File: src/rtl/loader_pkg.sv
// Shared types and constants for the serial program loader.
package loader_pkg;

    typedef enum logic [2:0] {
        ST_IDLE,
        ST_LEN_HI,
        ST_LEN_LO,
        ST_DATA_HI,
        ST_DATA_LO,
        ST_CHECK,
        ST_DONE,
        ST_ERROR
    } loaderState_t;

    localparam logic [7:0] SYNC_BYTE  = 8'hA5;
    localparam int         BYTE_WIDTH = 8;
    localparam int         WORD_WIDTH = 16;
    localparam int         LEN_WIDTH  = 16;

endpackage

File: src/rtl/byte_timeout.sv
// Inter-byte watchdog: counts idle cycles and flags when the limit is reached.
module byte_timeout #(
    parameter int TimeoutCycles = 1000000
) (
    input  logic clk,
    input  logic rstN,
    input  logic clear,
    input  logic enable,
    output logic expired
);

    localparam int CountWidth = (TimeoutCycles > 2) ? $clog2(TimeoutCycles) : 1;

    logic [CountWidth-1:0] count;

    assign expired = (count == CountWidth'(TimeoutCycles - 1));

    // Holds at the limit; the owner leaves the frame states and clears us.
    always_ff @(posedge clk or negedge rstN) begin
        if (!rstN) begin
            count <= '0;
        end else if (clear) begin
            count <= '0;
        end else if (enable && !expired) begin
            count <= count + 1'b1;
        end
    end

endmodule

File: src/rtl/program_loader.sv
// UART-fed boot loader: parses sync/length/payload/checksum frames, writes
// big-endian 16-bit words into instruction memory and gates the CPU.
module program_loader
    import loader_pkg::*;
#(
    parameter int         AddrWidth     = 16,
    parameter int         TimeoutCycles = 1000000,
    parameter logic [7:0] SyncByte      = SYNC_BYTE
) (
    input  logic                  clk,
    input  logic                  rstN,
    input  logic                  rxValid,
    input  logic [BYTE_WIDTH-1:0] rxData,
    output logic                  memWriteEnable,
    output logic [AddrWidth-1:0]  memWriteAddr,
    output logic [WORD_WIDTH-1:0] memWriteData,
    output logic                  cpuHold,
    output logic                  loadDone,
    output logic                  loadError,
    output logic [LEN_WIDTH-1:0]  wordCount
);

    localparam logic [LEN_WIDTH:0] Depth = (LEN_WIDTH + 1)'(1) << AddrWidth;

    loaderState_t          state;
    loaderState_t          stateNext;
    logic [BYTE_WIDTH-1:0] lenHi;
    logic [LEN_WIDTH-1:0]  lenWords;
    logic [BYTE_WIDTH-1:0] hiByte;
    logic [BYTE_WIDTH-1:0] checksum;
    logic                  idleLike;
    logic                  inFrame;
    logic                  timeoutExpired;
    logic                  syncSeen;

    assign idleLike = (state == ST_IDLE) || (state == ST_DONE) || (state == ST_ERROR);
    assign inFrame  = !idleLike;
    assign syncSeen = idleLike && rxValid && (rxData == SyncByte);

    byte_timeout #(
        .TimeoutCycles(TimeoutCycles)
    ) timeoutCounter (
        .clk    (clk),
        .rstN   (rstN),
        .clear  (rxValid || idleLike),
        .enable (inFrame),
        .expired(timeoutExpired)
    );

    always_ff @(posedge clk or negedge rstN) begin
        if (!rstN) begin
            state <= ST_IDLE;
        end else begin
            state <= stateNext;
        end
    end

    // A byte arriving on the expiry cycle wins over the timeout.
    always_comb begin
        stateNext = state;
        case (state)
            ST_IDLE, ST_DONE, ST_ERROR: begin
                if (syncSeen) stateNext = ST_LEN_HI;
            end
            ST_LEN_HI: begin
                if (rxValid) stateNext = ST_LEN_LO;
            end
            ST_LEN_LO: begin
                if (rxValid) begin
                    if ({1'b0, lenHi, rxData} > Depth) begin
                        stateNext = ST_ERROR;
                    end else if ({lenHi, rxData} == '0) begin
                        stateNext = ST_CHECK;
                    end else begin
                        stateNext = ST_DATA_HI;
                    end
                end
            end
            ST_DATA_HI: begin
                if (rxValid) stateNext = ST_DATA_LO;
            end
            ST_DATA_LO: begin
                if (rxValid) begin
                    if ((wordCount + 16'd1) == lenWords) begin
                        stateNext = ST_CHECK;
                    end else begin
                        stateNext = ST_DATA_HI;
                    end
                end
            end
            ST_CHECK: begin
                if (rxValid) begin
                    stateNext = (rxData == checksum) ? ST_DONE : ST_ERROR;
                end
            end
            default: stateNext = ST_IDLE;
        endcase
        if (inFrame && timeoutExpired && !rxValid) begin
            stateNext = ST_ERROR;
        end
    end

    // Status flags are registered from the next state so they change together
    // with the state register and never glitch.
    always_ff @(posedge clk or negedge rstN) begin
        if (!rstN) begin
            memWriteEnable <= 1'b0;
            memWriteAddr   <= '0;
            memWriteData   <= '0;
            cpuHold        <= 1'b1;
            loadDone       <= 1'b0;
            loadError      <= 1'b0;
            wordCount      <= '0;
            lenHi          <= '0;
            lenWords       <= '0;
            hiByte         <= '0;
            checksum       <= '0;
        end else begin
            memWriteEnable <= 1'b0;
            cpuHold        <= (stateNext != ST_DONE);
            loadDone       <= (stateNext == ST_DONE);
            loadError      <= (stateNext == ST_ERROR);
            case (state)
                ST_IDLE, ST_DONE, ST_ERROR: begin
                    if (syncSeen) begin
                        wordCount    <= '0;
                        checksum     <= '0;
                        memWriteAddr <= '0;
                    end
                end
                ST_LEN_HI: begin
                    if (rxValid) lenHi <= rxData;
                end
                ST_LEN_LO: begin
                    if (rxValid) lenWords <= {lenHi, rxData};
                end
                ST_DATA_HI: begin
                    if (rxValid) begin
                        hiByte   <= rxData;
                        checksum <= checksum ^ rxData;
                    end
                end
                ST_DATA_LO: begin
                    if (rxValid) begin
                        checksum       <= checksum ^ rxData;
                        memWriteEnable <= 1'b1;
                        memWriteData   <= {hiByte, rxData};
                        memWriteAddr   <= wordCount[AddrWidth-1:0];
                        wordCount      <= wordCount + 16'd1;
                    end
                end
                default: ;
            endcase
        end
    end

endmodule

File: config.mk
export PLATFORM = sky130hd
export DESIGN_NAME = program_loader
export DESIGN_NICKNAME = d
export VERILOG_FILES = /design/src/rtl/loader_pkg.sv /design/src/rtl/byte_timeout.sv /design/src/rtl/program_loader.sv
export SDC_FILE = /design/constraint.sdc
export NUM_CORES = 1
export LEC_CHECK = 0
export ABC_AREA = 1
export BUFFER_PORTS_ARGS = -buffer_cell sky130_fd_sc_hd__buf_2
export CORE_UTILIZATION = 35
export CTS_BUF_LIST = sky130_fd_sc_hd__clkbuf_4
export DETAILED_ROUTE_END_ITERATION = 7
export GPL_ROUTABILITY_DRIVEN = 0
export GPL_TIMING_DRIVEN = 0
export PLACE_DENSITY = 0.61
export SLEW_MARGIN = 20
export SYNTH_ARGS = -nofsm -noshare
export SYNTH_HDL_FRONTEND = slang
export SYNTH_SLANG_ARGS = --single-unit
File: constraint.sdc
create_clock -name clk -period 2.7 [get_ports clk]
set_clock_uncertainty 0.1 [all_clocks]
set_input_delay 0.54 -clock clk [delete_from_list [all_inputs] [get_ports clk]]
set_output_delay 0.54 -clock clk [all_outputs]
set_load 0.005 [all_outputs]
==> summary.md <==
| Metric | Value |
|---|---|
| Status | completed |
| Critical path launch point type | flop |
| Worst Hold Depth | 4 |
| Overflow after GRT | 0 |
| Share of cells above drive strength 1 | 0.153 |
| Register-to-Register Path Depth | 16 |
| # DRC | 0 |
| Initial Util | 0.359 |
| Die ar. | 0.0169 mm2 |
| RR Startpoint | wordCount[0] |
| Storage element area | 0.00288 mm2 |
| Place WS | 50.7 ps |
| Worst Setup Path Type | flop to flop |
| Setup bufs post-CTS | 0 |
| #FFs+latches synth | 115 |
| First-pass GRT wire length | 24.6 mm |
| CP bufs+invs | 0 |
| Avg WL per Cell | 14.3 um |
| H-tree level count | 4 |
| RSZ-0062 raised after global routing | false |
| Commonest cells after routing, fill and taps aside | nand2_1, dfrtp_1, nand3_1, inv_1, o21ai_0 |
| Critical path peak fanout | 7 |
| Worst path max stage delay | 480 ps |
| Final Cycle Share | 0.883 |
| Leakage | 3.30 nW |
| Via count | 5145 |
| IO Port Bufs | 62 |
| Ys Warns | 0 |
| Reg2reg setup slack | 320 ps |
| Gate count of the mapped netlist | 723 |
| R2r endpoint | loadError |
| Top-Level Pins | 63 |
| Clock transition at path regs | 100 ps |
| CP max-delay cell | dfrtp_2 |
| M1 GR Usage | 0.271 |
| Power density cells | 1030 mW/mm2 |
| CTS root buf | clkbuf_4 |
| Die X | 130 um |
| Avg Cell Area, Syn | 7.92 um2 |
| Routed Antenna Nets | 0 |
| Grt met3 use | 0.0381 |
| Arrival @ worst endpoint | 2720 ps |
| VDD IR-drop max | 413 uV |
| Post-Synthesis Cell Area | 0.00573 mm2 |
| Max Cap Violations | 0 |
| Main combinational cell family by area after synthesis | simple AND/OR/NAND/NOR gates |
| Fill count | 1662 |
| Seq/Total Area, Yosys | 0.503 |
| Final layout net count | 819 |
| Worst Path Required | 3030 ps |
| CP Cell Sequence | ha_1 > nand3_1 > nor2_2 > nand3_1 > nand2_1 > nand2_1 > nand2_1 > nand2_1 > nand3_1 > nor2_1 > nand2_1 > nand2_1 > nand2_1 > nand2_1 > nor2_1 > nor2_1 |
| Core Footprint | 0.0159 mm2 |
| Largest net degree at the start of global routing | 79 |
| Final Slew Violations | 0 |
| Worst slew margin | 0.555 |
| Synth-to-layout area growth | 16.3% |
| CTS buffer count | 17 |
| Hold path startpoint | rxData[6] |
| Commonest non-fill, non-tap cell in the layout | nand2_1 |
| Least-Margin Pin Slew | 668 ps |
| Simple-Gate Fraction of Synth Area | 0.302 |
| DP HPWL | 11.0 mm |
| Worst-skew pair later-pin latency | 550 ps |
| Hold WC Path Type | input pin to flop |
| Number of DRC violations after detailed-routing iteration 0 | 321 |
| GR Layer Usage met2 | 0.291 |
| Tot Pwr | 6.88 mW |
| Vias per cell | 4.97 |
| Adder-cell area share of the yosys netlist | 0.00437 |
| Xor/xnor share of the synthesized area | 0.0177 |
| Cell family with most CP delay | simple AND/OR/NAND/NOR gates |
| Crit-path most repeated cell | nand2_1 |
| Multi-input gate area | 0.00245 mm2 |
| Hold Vio Cnt, Final | 0 |
| CP endpoint kind | flop |
| Mux cell area share after synthesis | 0 |
| DR pass1 iterations | 5 |
| Mapped Nets | 736 |
| Global-route usage over all layers | 0.191 |
| Setup violators final | 0 |
| Die Y | 130 um |
| Vias in the first global route | 4928 |
| Worst setup margin | 317 ps |
| Clock sink total | 115 |
| Max Root-Sink Buffers | 2 |
| WL final | 14.8 mm |
| Initial antenna violation count | 1 |
| Minimum clock period | 2380 ps |
| FP Rows | 46 |
| TritonCTS clock tree | done |
| Busiest layer in global routing | met2 |
| Hold Path Sink | checksum[6] |
| Complex-gate fraction of the synthesized area | 0.104 |
| Distinct cells, synth | 37 |
| Max Freq | 0.420 GHz |
logic make-up (layout without fill, tap and decap cells):
logic type | after synthesis | after routing
buffers and inverters | 104 | 200
adder cells (fa/ha/maj) | 2 | 2
other | 0 | 1
AO/OA/AOI/OAI | 112 | 112
XOR/XNOR | 10 | 10
AND/OR/NAND/NOR | 380 | 380
flip-flops | 115 | 115
layout make-up:
type	count	area share
timing repair buffer	64	0.0532
multi-input combinational	504	0.368
clock buffer	19	0.0214
inverter	85	0.0479
buffer	19	0.0116
clock inverter	13	0.0248
tap	216	0.0406
sequential	115	0.432
antenna	1	0.000376
routing by layer:
layer	vias up	share of wire
met3	19	0.049
met1	2433	0.49
met4	0	0.016
li1	2561	-
met5	-	0
met2	132	0.44
worst register-to-register path: stages (launching register included):
cell     delay [ps]
dfrtp_2         480
ha_1            220
nand3_1         120
nor2_2          260
nand3_1         150
nand2_1         120
nand2_1          80
nand2_1          60
nand2_1          50
nand3_1          90
nor2_1           50
nand2_1         100
nand2_1          60
nand2_1          90
nand2_1          60
nor2_1          130
nor2_1           50
what timing repair did:
| action | in CTS | in global routing |
|---|---|---|
| endpoints found under the setup margin | 0 | 3 |
| endpoints found under the hold margin | 37 | 0 |
| gates resized for setup | 0 | 1 |
| hold buffers | 1 | 0 |
how the worst max path moves through the flow:
stage	start	to	slack, ps	cells past startpoint
after global routing	wordCount[0]	loadError	30	17
after detailed placement	rxData[1]	wordCount[11]	50	8
after global placement	rstN	timeoutCounter.count[9]	-490	1
final	wordCount[0]	loadError	320	16
after CTS	wordCount[0]	loadError	250	16
after floorplan	wordCount[0]	loadError	730	14
flip-flops by register name (all words and copies together), names as in the netlist, 3 cells and up:
register and flops:
timeoutCounter.count 20, lenHi 8, wordCount 16, lenWords 16, hiByte 8, memWriteAddr 16, checksum 8, state 3
memWriteData 16
per-stage QoR:
| step | cells | cell area [um2] | hold WS, ps | TNS (ps) | util |
|---|---|---|---|---|---|
| 2_1_floorplan | 723 | 5730 | 144 | 0 | - |
| 3_3_place_gp | 1001 | 6310 | 355 | -54410 | 0.396 |
| 3_5_place_dp | 1002 | 6340 | 353 | 0 | 0.398 |
| 4_1_cts | 1035 | 6660 | 193 | 0 | 0.418 |
| 5_1_grt | 1036 | 6660 | 238 | 0 | 0.418 |
| 6_report | 1036 | 6660 | 241 | 0 | 0.418 |
Yosys cell counts:
cell type    n  area [um2]
nor2_2       5        31.3
a31o_2       1        8.76
nand2_2      5        31.3
nand2_1    190         713
and3_1       3        18.8
o21ai_0     76         380
buf_2        5        25.0
nor4_1       5        31.3
nand3_1     83         415
nor3b_1      1        7.51
xnor2_1      6        52.6
o21a_1       1        7.51
and2_1       2        12.5
o22ai_1     13        81.3
ha_1         2        25.0
nand3b_1     5        37.5
o21ai_2      1        8.76
o211ai_1     1        7.51
dfrtp_1    114        2850
nand3_2      1        10.0
nor2_1      44         165
xnor3_1      1        22.5
dfstp_2      1        26.3
a21oi_1     15        75.1
nor3_1       8        40.0
nor2_4       6        67.6
inv_1       81         304
or2_1        2        12.5
a211oi_1     1        7.51
nor3_2       1        10.0
clkbuf_1    14        52.6
xor2_1       3        26.3
nand4_1     18         113
o21ai_1      1        5.00
nand4_2      1        12.5
a31oi_1      2        12.5
inv_2        4        15.0
report_power, final:
| part | internal, mW | switching (mW) |
|---|---|---|
| combinational | 1.02 | 1.56 |
| clock | 0.739 | 0.672 |
| sequential | 2.37 | 0.521 |
Power figures use the tool's default switching activity.
